<file path="src/rtl/fft_stage_sequencer.sv">
`timescale 1ns/1ps
// fft_stage_sequencer
//   Address and stage sequencer for an in-place radix-2 FFT over a two-bank
//   memory holding four 32-bit samples per word. Each stage issues one read
//   of two word addresses per cycle. The matching write-back of the butterfly
//   result is the same address pair delayed by PIPE_LAT cycles. Between
//   stages the sequencer drains the pipeline. This means every write of
//   stage s lands before the first read of stage s+1.
//
//   Every output is a register that shows the state of the current cycle.
//   The next-state logic therefore works out the outputs for the next state
//   one cycle ahead. A stall sampled on a clock edge freezes all sequencing
//   state and the write delay line. Read and write enables are low for the
//   cycle after that edge.
//
// Ports
//   i_CLK           clock, all state on the rising edge
//   i_RESET         synchronous active-high reset, highest priority
//   i_START         single-cycle transform request (accepted only in IDLE)
//   i_LOG2_POINTS   log2 of transform size P, sampled when a start is accepted
//   i_STALL         freeze request from memory/datapath
//   o_BUSY          transform in progress (RUN, DRAIN, DONE)
//   o_DONE          one-cycle completion pulse
//   o_STAGE         current stage index s
//   o_STRIDE        butterfly stride 2^s (0 when idle)
//   o_READ_EN       read issue strobe
//   o_READ_ADDR1/2  word addresses of the two read operands
//   o_WRITE_EN      write-back strobe (read strobe delayed PIPE_LAT cycles)
//   o_WRITE_ADDR1/2 write-back word addresses
module fft_stage_sequencer #(
  parameter int LOG2N    = 10,
  parameter int PIPE_LAT = 2,
  localparam int AW      = LOG2N - 2
) (
  input  logic          i_CLK,
  input  logic          i_RESET,
  input  logic          i_START,
  input  logic [3:0]    i_LOG2_POINTS,
  input  logic          i_STALL,
  output logic          o_BUSY,
  output logic          o_DONE,
  output logic [3:0]    o_STAGE,
  output logic [9:0]    o_STRIDE,
  output logic          o_READ_EN,
  output logic [AW-1:0] o_READ_ADDR1,
  output logic [AW-1:0] o_READ_ADDR2,
  output logic          o_WRITE_EN,
  output logic [AW-1:0] o_WRITE_ADDR1,
  output logic [AW-1:0] o_WRITE_ADDR2
);

  localparam int AW1 = AW + 1;

  typedef enum logic [1:0] {
    S_IDLE  = 2'd0,
    S_RUN   = 2'd1,
    S_DRAIN = 2'd2,
    S_DONE  = 2'd3
  } state_t;

  // First operand address for read index k in stage s. Stages 0 and 1 use
  // adjacent words. Later stages pair words 2^(s-2) apart: a zero is
  // inserted at bit w = s-2 of k, and the bits above it move up one place.
  function automatic logic [AW-1:0] f_addr1(input logic [3:0] s,
                                            input logic [AW-1:0] k);
    logic [AW:0] kk;
    logic [AW:0] lo_mask;
    if (s < 4'd2) return {k[AW-2:0], 1'b0};
    kk      = {1'b0, k};
    lo_mask = (AW1'(1) << (s - 4'd2)) - AW1'(1);
    return AW'(((kk & ~lo_mask) << 1) | (kk & lo_mask));
  endfunction

  function automatic logic [AW-1:0] f_addr2(input logic [3:0] s,
                                            input logic [AW-1:0] a1);
    if (s < 4'd2) return a1 | AW'(1);
    return a1 + (AW'(1) << (s - 4'd2));
  endfunction

  state_t        r_state;
  logic [3:0]    r_s;
  logic [AW-1:0] r_k;
  logic [2:0]    r_cnt;
  logic [3:0]    r_p;

  state_t        w_nx_state;
  logic [3:0]    w_nx_s;
  logic [AW-1:0] w_nx_k;
  logic [2:0]    w_nx_cnt;
  logic [3:0]    w_nx_p;

  logic          w_p_ok;
  logic [AW-1:0] w_k_last;
  logic [2:0]    w_drain_last;
  logic          w_nx_rd_en;
  logic [AW-1:0] w_nx_a1;
  logic [AW-1:0] w_nx_a2;

  // Write-back delay line: entry 0 is loaded alongside the read outputs.
  // The output registers take the oldest entry, PIPE_LAT edges later.
  logic          r_dly_en [PIPE_LAT];
  logic [AW-1:0] r_dly_a1 [PIPE_LAT];
  logic [AW-1:0] r_dly_a2 [PIPE_LAT];

  assign w_p_ok       = (i_LOG2_POINTS >= 4'd3) && (i_LOG2_POINTS <= 4'(LOG2N));
  assign w_k_last     = (AW'(1) << (r_p - 4'd3)) - AW'(1);
  assign w_drain_last = 3'(PIPE_LAT - 1);

  always_comb begin
    w_nx_state = r_state;
    w_nx_s     = r_s;
    w_nx_k     = r_k;
    w_nx_cnt   = r_cnt;
    w_nx_p     = r_p;
    case (r_state)
      S_IDLE: begin
        if (i_START && w_p_ok) begin
          w_nx_state = S_RUN;
          w_nx_s     = 4'd0;
          w_nx_k     = '0;
          w_nx_cnt   = 3'd0;
          w_nx_p     = i_LOG2_POINTS;
        end
      end
      S_RUN: begin
        if (r_k == w_k_last) begin
          w_nx_state = S_DRAIN;
          w_nx_cnt   = 3'd0;
        end else begin
          w_nx_k = r_k + AW'(1);
        end
      end
      S_DRAIN: begin
        if (r_cnt == w_drain_last) begin
          if (r_s == r_p - 4'd1) begin
            w_nx_state = S_DONE;
          end else begin
            w_nx_state = S_RUN;
            w_nx_s     = r_s + 4'd1;
            w_nx_k     = '0;
          end
        end else begin
          w_nx_cnt = r_cnt + 3'd1;
        end
      end
      S_DONE: begin
        w_nx_state = S_IDLE;
        w_nx_s     = 4'd0;
        w_nx_k     = '0;
      end
      default: begin
        w_nx_state = S_IDLE;
      end
    endcase
  end

  always_comb begin
    w_nx_rd_en = (w_nx_state == S_RUN);
    w_nx_a1    = '0;
    w_nx_a2    = '0;
    if (w_nx_rd_en) begin
      w_nx_a1 = f_addr1(w_nx_s, w_nx_k);
      w_nx_a2 = f_addr2(w_nx_s, w_nx_a1);
    end
  end

  always_ff @(posedge i_CLK) begin
    if (i_RESET) begin
      r_state       <= S_IDLE;
      r_s           <= 4'd0;
      r_k           <= '0;
      r_cnt         <= 3'd0;
      r_p           <= 4'd0;
      o_BUSY        <= 1'b0;
      o_DONE        <= 1'b0;
      o_STAGE       <= 4'd0;
      o_STRIDE      <= 10'd0;
      o_READ_EN     <= 1'b0;
      o_READ_ADDR1  <= '0;
      o_READ_ADDR2  <= '0;
      o_WRITE_EN    <= 1'b0;
      o_WRITE_ADDR1 <= '0;
      o_WRITE_ADDR2 <= '0;
      for (int i = 0; i < PIPE_LAT; i++) begin
        r_dly_en[i] <= 1'b0;
        r_dly_a1[i] <= '0;
        r_dly_a2[i] <= '0;
      end
    end else if (i_STALL) begin
      // Sequencing state and delay line hold; only the strobes drop.
      o_READ_EN  <= 1'b0;
      o_WRITE_EN <= 1'b0;
      o_DONE     <= 1'b0;
    end else begin
      r_state       <= w_nx_state;
      r_s           <= w_nx_s;
      r_k           <= w_nx_k;
      r_cnt         <= w_nx_cnt;
      r_p           <= w_nx_p;
      o_BUSY        <= (w_nx_state != S_IDLE);
      o_DONE        <= (w_nx_state == S_DONE);
      o_STAGE       <= w_nx_s;
      o_STRIDE      <= (w_nx_state == S_IDLE) ? 10'd0 : (10'd1 << w_nx_s);
      o_READ_EN     <= w_nx_rd_en;
      o_READ_ADDR1  <= w_nx_a1;
      o_READ_ADDR2  <= w_nx_a2;
      // pipeline stage boundary: read issue -> write-back delay line
      r_dly_en[0]   <= w_nx_rd_en;
      r_dly_a1[0]   <= w_nx_a1;
      r_dly_a2[0]   <= w_nx_a2;
      for (int i = 1; i < PIPE_LAT; i++) begin
        r_dly_en[i] <= r_dly_en[i-1];
        r_dly_a1[i] <= r_dly_a1[i-1];
        r_dly_a2[i] <= r_dly_a2[i-1];
      end
      o_WRITE_EN    <= r_dly_en[PIPE_LAT-1];
      o_WRITE_ADDR1 <= r_dly_a1[PIPE_LAT-1];
      o_WRITE_ADDR2 <= r_dly_a2[PIPE_LAT-1];
    end
  end

endmodule

</file>
<file path="config.mk">
export PLATFORM = sky130hd
export DESIGN_NAME = fft_stage_sequencer
export DESIGN_NICKNAME = d
export VERILOG_FILES = /design/src/rtl/fft_stage_sequencer.sv
export SDC_FILE = /design/constraint.sdc
export NUM_CORES = 1
export LEC_CHECK = 0
export CAP_MARGIN = 20
export CORE_MARGIN = 4
export CORE_UTILIZATION = 50
export DETAILED_ROUTE_END_ITERATION = 10
export HOLD_SLACK_MARGIN = 0.05
export PLACE_DENSITY_LB_ADDON = 0.3
export SLEW_MARGIN = 40
export SYNTH_ARGS = -nofsm -noshare
export SYNTH_HDL_FRONTEND = slang
export SYNTH_SLANG_ARGS = --single-unit
</file>
<file path="constraint.sdc">
create_clock -name i_CLK -period 15.05 [get_ports i_CLK]
set_input_delay 3.01 -clock i_CLK [delete_from_list [all_inputs] [get_ports i_CLK]]
set_output_delay 3.01 -clock i_CLK [all_outputs]
set_load 0.005 [all_outputs]
</file>
# Word-level counts from Yosys, hierarchy flattened
# Memories as Yosys holds them, arrays and structs flattened. A register that Yosys moved wholly into a read port is not among the register bits.
# Cells that the tools add are included.
[word_totals]
mem_bits_ro = 0
word_cells = 102
regBits = 50
mem_bits_rw = 34
input_bits = 8
n_memories = 3
output_inout_bits = 50
latchBits = 0
[op_classes]
div_mod_pow = 0
eq_ne = 11
reduce_logical = 11
mul = 0
n_bitwise = 11
add_sub_neg = 9
mux = 39
shift = 4
magnitude_cmp = 3
[mem_list]
columns = ["name", "words", "width", "read_ports", "rd_clocked_by_memory_dff", "wr", "line", "source"]
rows = [
  ["r_dly_a1", 2, 8, 2, 1, 2, "102", "logic [AW-1:0] r_dly_a1 [PIPE_LAT];"],
  ["r_dly_a2", 2, 8, 2, 1, 2, "103", "logic [AW-1:0] r_dly_a2 [PIPE_LAT];"],
  ["r_dly_en", 2, 1, 2, 1, 2, "101", "logic r_dly_en [PIPE_LAT];"],
]
[ops]
columns = ["op", "n"]
rows = [
  ["two-way mux 8 bit", 15],
  ["one-hot mux 8 bit (4 select lines)", 1],
  ["<< shifter 1 x 4 -> 8 bit (first input constant)", 3],
  ["subtractor 8 x 2 -> 8 bit (second input constant)", 2],
  ["two-way mux 4 bit", 3],
  ["one-hot mux 4 bit (3 select lines)", 1],
  ["two-way mux 10 bit", 1],
  ["<< shifter 1 x 4 -> 10 bit (first input constant)", 1],
  ["two-way mux 1 bit", 9],
  ["two-way mux 3 bit", 3],
  ["one-hot mux 3 bit (3 select lines)", 1],
  ["adder 8 x 1 -> 8 bit (second input constant)", 1],
  ["adder 8 bit", 1],
  ["bitwise AND 8 bit", 1],
  ["== test 8 bit", 1],
  ["two-way mux 2 bit", 4],
  ["OR 8 bit", 1],
  ["one-hot mux 2 bit (4 select lines)", 1],
  ["subtractor 4 x 2 -> 4 bit (second input constant)", 2],
  ["bitwise AND 7 bit", 1],
  ["inverter 7 bit", 1],
  ["== test 2 bit (second input constant)", 3],
  ["inequality test 2 bit (second input constant)", 3],
  ["OR 1 bit", 6],
  ["other kinds (18)", 22],
]

# Depth between registers and ports, before layout
# Gate-level depths: netlist of run 1.
[depth]
word_depth = 17
ltp_mapped = 32
depth_no_buf = 29

# Worst setup path after synthesis of run 1
# Ideal clock, no wire load.
[synth_timing]
path_kind = "input-to-reg"
startpoint = "input port i_LOG2_POINTS[3]"
endpoint = "memory r_dly_a2[0][7] (netlist name) (data pin)"
t_required_ns = 14.793
arrival_ns = 7.633
setup_time_ns = 0.257
cell_stages = 28
setup_slack_ns = 7.159
path_cell_list = "or3b_2 > mux2i_1 > buf_2 > nor2_1 > nor3b_1 > o21ai_0 > inv_1 > ha_1 > inv_1 > and3_1 > nor2_1 > nor2b_1 > nand3_1 > ha_1 > clkbuf_1 > nor3_1 > a32oi_1 > nor3_1 > a311o_1 > a32oi_1 > inv_1 > ha_1 > a21oi_1 > o21ai_0 > xnor2_1 > nor2_1 > xor2_1 > nor2_1"
[synth_rtl]
columns = ["item", "line", "source"]
rows = [
  ["from (decl)", "38", "input logic [3:0] i_LOG2_POINTS,"],
  ["to (decl)", "103", ""],
]

==> results of run 1 <==
flip-flops by register name, indices dropped and copies added (netlist names), 2 cells and up:
signal         cells
o_WRITE_ADDR1      8
o_WRITE_ADDR2      8
r_state            2
r_k                8
o_STRIDE          10
o_READ_ADDR2       8
o_READ_ADDR1       8
r_dly_en           2
r_p                4
r_dly_a1          16
r_s                4
r_cnt              3
r_dly_a2          16
cells in the final DEF (no fill, tap or decap), types with 4 or more instances in the layout:
master	n
a21o_1	18
a21oi_1	30
a22o_1	4
a31oi_1	5
a32oi_1	6
and2_1	28
and3_1	7
buf_4	6
clkbuf_8	9
clkdlybuf4s50_1	57
dfxtp_1	67
edfxtp_1	34
ha_1	20
inv_1	21
mux2i_1	18
nand2_1	59
nand2b_1	5
nand3_1	13
nand4_1	4
nor2_1	66
nor2b_1	7
nor3_1	16
o21ai_0	34
o21ai_1	5
or2_2	4
xnor2_1	14
xor2_1	7
routing by layer:
metal | up-vias | wire length (um) | track usage
met5 | - | 0 | 0
met4 | 0 | 174 | 0.0569
met3 | 18 | 834 | 0.0404
met2 | 161 | 6190 | 0.350
met1 | 2147 | 6160 | 0.293
li1 | 2226 | - | -
worst max-delay path: stages:
cell	delay, ns
clkdlybuf4s50_1	0.47
or3b_2	0.48
mux2i_1	0.14
buf_4	0.21
nor2_1	0.08
nor3b_1	0.28
o21ai_0	0.21
inv_1	0.15
ha_1	0.23
inv_1	0.08
and3_1	0.16
nor2_1	0.44
nor2b_1	0.13
nand3_1	0.19
ha_1	0.43
nor3_1	0.10
a32oi_1	0.16
nor3_1	0.09
a311o_1	0.34
a32oi_1	0.22
inv_1	0.07
ha_1	0.32
a21oi_1	0.15
o21ai_0	0.12
xnor2_1	0.15
nor2_1	0.12
xor2_1	0.20
nor2_1	0.06
worst paths after layout:
kind                             start  slack (ns)                            to  cells after the start
max                   i_LOG2_POINTS[3]        6.39  r_dly_a2[0][7]$_SDFFCE_PN0P_                     28
min          r_dly_en[1]$_SDFFCE_PN0P_        0.45         o_WRITE_EN$_SDFF_PN0_                      1
max reg2reg        r_p[0]$_SDFFE_PP0P_        8.51  r_dly_a2[0][7]$_SDFFCE_PN0P_                     28
min reg2reg  r_dly_en[1]$_SDFFCE_PN0P_        0.45         o_WRITE_EN$_SDFF_PN0_                      1
cell type report:
type	count	area, sq um
well taps	136	170
multi-input cells	446	2880
clock inverters	7	67.6
inverters	22	82.6
flip-flops and latches	101	2360
clock buffers	9	124
fillers	927	4210
repair buffers	63	616
power groups by stage:
stage | registers, mW | clock network, mW | logic [mW]
after floorplan | 0.299 | 0 | 0.0300
after global placement | 0.301 | 0 | 0.0434
after detailed placement | 0.301 | 0 | 0.0445
after CTS | 0.295 | 0.172 | 0.0448
after global routing | 0.296 | 0.182 | 0.0497
final | 0.295 | 0.168 | 0.0448
logic make-up after synthesis:
family                     Yosys count  synth area share
AOI/OAI and AO/OA                  145             0.184
and+or+nand+nor                    238             0.216
buffers and inverters               56            0.0439
DFF                                101             0.431
adders and majority gates           21            0.0494
xor gates and xnor gates            22            0.0379
muxes                               20            0.0370
per-stage QoR:
step / setup slack (ns) / hold slack [ns]
after floorplan: 7.16 / 0.420
after global placement: 6.43 / 0.429
after detailed placement: 6.16 / 0.429
after CTS: 6.53 / 0.452
after global routing: 5.98 / 0.486
final: 6.39 / 0.448
==> impl_metrics.ini, run 1 <==
[drt]
wl_um = 13300
drt_pass1_iterations = 5
initialDrtViolationCount = 329
vias_per_cell = 5.81
routedWlPerCell_um = 17.0
vias = 4552
route.detailed.drc = 0
postRouteAntennaNets = 0

[sta]
setup_violations = 0
fmax_mhz = 116
hold_violations = 0
clock_skew_ns = 0.0102
drv_slew = 0
finalCriticalPeriod_ns = 8.66
grt_setup_unrepaired = false
slew_headroom = 0.524
setup_tns_ns = 0
finalCritPeriodShare = 0.575
worstMarginPinSlew_ns = 0.713

[synthesis]
synth_fp_nets = 632
ys_top_cells_by_area = dfxtp_1 (24%), edfxtp_1 (19%), nor2_1 (4.6%)
synthTopCellsByCount = dfxtp_1 (67), nor2_1 (67), nand2_1 (59)
seq_area_frac_synth = 0.431
post-synth-top-area-fraction = 0.245
yosysWarnings = 0
ys_seq_elements = 101
synth_cell_types = 79
synth_largest_area_cell = dfxtp_1
synth-edff-count = 34
post_synth_inst_count = 603
async_reset_ff_frac = 0
syn_area_sq_mm = 0.00548
syn_area_per_cell_sq_um = 9.08
synth_flop_cell = dfxtp_1

[die]
die_y_um = 113
core_area_sq_mm = 0.0105
ioPinCount = 58
die_area_sq_mm = 0.0127
die_w_um = 113
start_util = 0.521
rows = 37

[clock_tree]
cts.root.buffer_cell = clkbuf_8
cts_tree = done
holdBufCountCts = 0
numCtsBuffers = 9
cts-resized-gates = 0
cts_setup_buffers = 0
clkSinkCount = 101
cts_buffer_depth = 2
clk_latency_ns = 0.37
clkSlewWorstSetupHoldPaths_ns = 0.11
h-tree-depth = 3

[grt]
track_usage = 0.214
overflow = 0
grt_pass1_wl_um = 22300
antenna_found_initial = 0
grt_max_degree = 37
first_global_vias = 4473

[status]
status = finished clean

[pwr]
internal_power_mw = 0.372
irDropWorstVdd_mv = 0.0519
p_seq_frac = 0.581
swShare = 0.266
p_total_mw = 0.508
p_comb_frac = 0.088
total_leakage_power_nw = 2.49
powerDensity_mw_per_mm2 = 80.6
clockPowerShare = 0.330
p_sw_mw = 0.135

[placed_design]
hpwl_um = 9550
dp_cells = 768
portBuffers = 57
gp_congestion = 0.903
placed_area_sq_mm = 0.00611

[finish]
area_growth_pct = 15.0
fin_nets = 672
design_area_sq_mm = 0.00630
instances_no_fill = 784
drive_gt1_frac = 0.0756
utilization = 0.599
n_antenna_cell = 0

[min_path]
hold_class = reg -> reg

[worst_setup_path]
crit_fanout = 11
arrival_ns = 8.77
path_class = in -> reg
startpoint_type = input port
critPathCaptureType = register
worst_ep_required_time_ns = 15.16

[flow_run]
drv_cap = 0
(Power assumes the default switching activity.)
==> run 2: changes to the inputs <==
- clock period: 15.05 -> 8.18 ns (I/O delays scaled with it)
==> impl_metrics.ini, run 2 (synthesized netlist as in run 1, its figures left out) <==
[min_path]
hold_class = reg -> reg

[clock_tree]
cts-resized-gates = 0
clk_latency_ns = 0.36
cts_tree = done
cts.root.buffer_cell = clkbuf_8
numCtsBuffers = 9
holdBufCountCts = 0
clkSlewWorstSetupHoldPaths_ns = 0.10
clkSinkCount = 101
h-tree-depth = 3
cts_setup_buffers = 0
cts_buffer_depth = 2

[drt]
initialDrtViolationCount = 342
drt_pass1_iterations = 5
postRouteAntennaNets = 0
vias = 4536
vias_per_cell = 5.79
wl_um = 13200
route.detailed.drc = 0
routedWlPerCell_um = 16.8

[pwr]
p_total_mw = 0.957
swShare = 0.247
p_comb_frac = 0.087
internal_power_mw = 0.721
powerDensity_mw_per_mm2 = 152
irDropWorstVdd_mv = 0.0963
p_seq_frac = 0.567
p_sw_mw = 0.236
clockPowerShare = 0.346
total_leakage_power_nw = 2.51

[worst_setup_path]
path_class = in -> reg
crit_fanout = 11
critPathCaptureType = register
arrival_ns = 7.35
worst_ep_required_time_ns = 8.27
startpoint_type = input port

[sta]
finalCritPeriodShare = 0.888
layout_setup_ws_ns = 0.915
finalCriticalPeriod_ns = 7.26
worstMarginPinSlew_ns = 0.719
setup_tns_ns = 0
hold_violations = 0
setup_violations = 0
fmax_mhz = 138
clock_skew_ns = 0.00827
drv_slew = 0
holdWs_ns = 0.449
grt_setup_unrepaired = false
slew_headroom = 0.519

[grt]
grt_pass1_wl_um = 22400
overflow = 0
grt_max_degree = 37
track_usage = 0.214
antenna_found_initial = 0
first_global_vias = 4548

[placed_design]
placed_area_sq_mm = 0.00611
hpwl_um = 9500
gp_congestion = 0.896
dp_cells = 768
portBuffers = 57
dp_worst_setup_slack_ns = 0.672

[status]
status = finished clean

[finish]
design_area_sq_mm = 0.00631
drive_gt1_frac = 0.0756
utilization = 0.601
final_cell_mix = dfxtp_1 (67), nor2_1 (66), nand2_1 (59)
largestRegisters = r_dly_a1 x16, r_dly_a2 x16, o_STRIDE x10
area_growth_pct = 15.3
n_antenna_cell = 0
instances_no_fill = 784
layout_commonest_cell = dfxtp_1
fin_nets = 672

[die]
start_util = 0.521
ioPinCount = 58
die_w_um = 113
die_area_sq_mm = 0.0127
die_y_um = 113
core_area_sq_mm = 0.0105
rows = 37

[flow_run]
drv_cap = 0
[run 2: cell count changes in the layout (fill, tap and decap cells not counted)]
| cell | change |
|---|---|
| clkinvlp_4 | -2 |
| clkinv_8 | -1 |
| clkbuf_8 | +1 |
| bufinv_16 | +1 |
| clkinv_2 | +2 |
| inv_8 | +1 |
| inv_6 | -2 |
[run 2: routing by layer]
metal / share of wire / global-route usage
met1: 0.46 / 0.290
met2: 0.46 / 0.348
met3: 0.058 / 0.0431
met4: 0.018 / 0.0585
met5: 0 / 0
[run 2: cell type report]
cell class | count | area, sq um
clock buffers | 10 | 138
clock inverters | 6 | 70.1
fillers | 906 | 4200
inverters | 22 | 82.6
multi-input cells | 446 | 2880
flip-flops and latches | 101 | 2360
well taps | 136 | 170
repair buffers | 63 | 616
[run 2: worst max-delay path, cell delays in order]
cell             delay (ns)
clkdlybuf4s50_1        0.47
or3b_2                 0.48
mux2i_1                0.14
buf_4                  0.21
nor2_1                 0.08
nor3b_1                0.28
o21ai_0                0.20
inv_1                  0.13
ha_1                   0.22
inv_1                  0.08
and3_1                 0.16
nor2_1                 0.41
nor2b_1                0.13
nand3_1                0.20
ha_1                   0.41
nor3_1                 0.09
a32oi_1                0.18
nor3_1                 0.09
a311o_1                0.34
a32oi_1                0.23
inv_1                  0.08
ha_1                   0.32
a21oi_1                0.14
o21ai_0                0.11
xnor2_1                0.15
nor2_1                 0.12
xor2_1                 0.20
nor2_1                 0.07
[run 2: worst paths after layout]
kind,start,endpoint,slack [ns],depth (start not counted)
max reg2reg,r_p[0]$_SDFFE_PP0P_,r_dly_a2[0][7]$_SDFFCE_PN0P_,1.65,28
min,r_dly_en[1]$_SDFFCE_PN0P_,o_WRITE_EN$_SDFF_PN0_,0.45,1
min reg2reg,r_dly_en[1]$_SDFFCE_PN0P_,o_WRITE_EN$_SDFF_PN0_,0.45,1
max,i_LOG2_POINTS[3],r_dly_a2[0][7]$_SDFFCE_PN0P_,0.92,28
[run 2: power groups by stage]
| stage | clock network [mW] | logic, mW | registers, mW |
|---|---|---|---|
| CTS | 0.340 | 0.0829 | 0.543 |
| detailed placement | 0 | 0.0823 | 0.555 |
| global placement | 0 | 0.0798 | 0.554 |
| global route | 0.356 | 0.0922 | 0.545 |
| floorplan | 0 | 0.0551 | 0.550 |
| finish | 0.331 | 0.0830 | 0.543 |
==> run 3: changes to the inputs <==
- RECOVER_POWER: default -> 25
==> impl_metrics.ini, run 3 (synthesized netlist as in run 1, its figures left out) <==
[status]
status = finished with violations
failed_checks = max-capacitance violations, max-slew violations

[finish]
n_antenna_cell = 0
design_area_sq_mm = 0.00631
drive_gt1_frac = 0.0710
area_growth_pct = 15.2
instances_no_fill = 784
fin_nets = 672
largestRegisters = r_dly_a1 x16, r_dly_a2 x16, o_STRIDE x10
layout_commonest_cell = dfxtp_1
n_fill_cell = 909
utilization = 0.600
final_cell_mix = dfxtp_1 (67), nor2_1 (66), nand2_1 (59)

[grt]
antenna_found_initial = 0
overflow = 0
first_global_vias = 4548
grt_pass1_wl_um = 22400
grt_max_degree = 37
track_usage = 0.214

[clock_tree]
clk_latency_ns = 0.36
cts.root.buffer_cell = clkbuf_8
clkSinkCount = 101
holdBufCountCts = 0
numCtsBuffers = 9
cts_tree = done
h-tree-depth = 3
cts_buffer_depth = 2
cts_setup_buffers = 0
cts-resized-gates = 0
clkSlewWorstSetupHoldPaths_ns = 0.10

[worst_setup_path]
critPathCaptureType = register
max_stage_delay_ns = 0.48
reg2regPathDepth = 28
crit_fanout = 11
startpoint_type = input port
path_class = in -> reg
worst_ep_required_time_ns = 8.27
crit_buf_inv = 5
arrival_ns = 7.36
r2r_end = r_dly_a2[0][7]$_SDFFCE_PN0P_
reg2reg_slack_ns = 1.65
critical_path.top_delay_family = simple AND/OR/NAND/NOR gates
critPathSlowestCell = or3b_2
timing.rr.start = r_p[0]$_SDFFE_PP0P_
crit_cells = 28
worst_path_most_repeated_cell = nor2_1

[sta]
setup_violations = 0
worstMarginPinSlew_ns = 1.84
finalCritPeriodShare = 0.888
fmax_mhz = 138
drv_slew = 30
clock_skew_ns = 0.00828
holdWs_ns = 0.449
setup_tns_ns = 0
hold_violations = 0
layout_setup_ws_ns = 0.913
grt_setup_unrepaired = false
slew_headroom = -0.224
finalCriticalPeriod_ns = 7.27

[placed_design]
portBuffers = 57
placed_area_sq_mm = 0.00611
dp_worst_setup_slack_ns = 0.672
hpwl_um = 9500
dp_cells = 768
gp_congestion = 0.896

[pwr]
total_leakage_power_nw = 2.57
powerDensity_mw_per_mm2 = 152
p_total_mw = 0.956
irDropWorstVdd_mv = 0.0962

[drt]
vias_per_cell = 5.80
vias = 4550
initialDrtViolationCount = 312
postRouteAntennaNets = 0
route.detailed.drc = 0
wl_um = 13200
drt_pass1_iterations = 5
routedWlPerCell_um = 16.8

[die]
core_area_sq_mm = 0.0105
die_w_um = 113
die_area_sq_mm = 0.0127
start_util = 0.521
ioPinCount = 58
rows = 37
die_y_um = 113

[min_path]
hold_class = reg -> reg
worstHoldPathCells = 1
hold_end = o_WRITE_EN$_SDFF_PN0_
hold_start = r_dly_en[1]$_SDFFCE_PN0P_

[flow_run]
drv_cap = 1
==> run 3: worst reg2reg max path: cells and delay by family (launching register included) <==
| family | cells | cell delay [ns] |
|---|---|---|
| AOI/OAI and AO/OA | 9 | 1.87 |
| xor gates and xnor gates | 3 | 0.49 |
| buffers and inverters | 4 | 0.45 |
| adders and majority gates | 4 | 1.33 |
| and+or+nand+nor | 8 | 1.51 |
| DFF | 1 | 0.62 |
==> run 3: report_power, final <==
group	leakage, nW	internal (mW)	switching [mW]
Combinational	1.54	0.0338	0.0479
Sequential	0.920	0.533	0.00981
Clock	0.106	0.153	0.178
Total	2.57	0.720	0.236
==> run 3: layout make-up <==
cell class              instances  area (sq um)  share of cell area
clock buffers                  10           138              0.0218
clock inverters                 6          70.1              0.0111
inverters                      22          82.6              0.0131
multi-input cells             446          2880               0.456
flip-flops and latches        101          2360               0.375
well taps                     136           170              0.0270
repair buffers                 63           608              0.0964
==> run 3: how the worst max path moves through the flow <==
stage | start | end | slack (ns)
finish | i_LOG2_POINTS[3] | r_dly_a2[0][7]$_SDFFCE_PN0P_ | 0.91
floorplan | i_LOG2_POINTS[3] | r_dly_a2[0][7]$_SDFFCE_PN0P_ | 1.66
detailed placement | i_LOG2_POINTS[3] | r_dly_a2[0][7]$_SDFFCE_PN0P_ | 0.67
global route | i_LOG2_POINTS[3] | r_dly_a2[0][7]$_SDFFCE_PN0P_ | 0.43
CTS | i_LOG2_POINTS[3] | r_dly_a2[0][7]$_SDFFCE_PN0P_ | 1.05
global placement | i_LOG2_POINTS[3] | r_dly_a2[0][7]$_SDFFCE_PN0P_ | 0.93
==> run 3: routing by layer <==
metal  wire (um)  up-vias  track usage
met1        5990     2142        0.290
met5           0        -            0
met4         240        0       0.0585
met2        6150      158        0.348
met3         815       23       0.0431
li1            -     2227            -
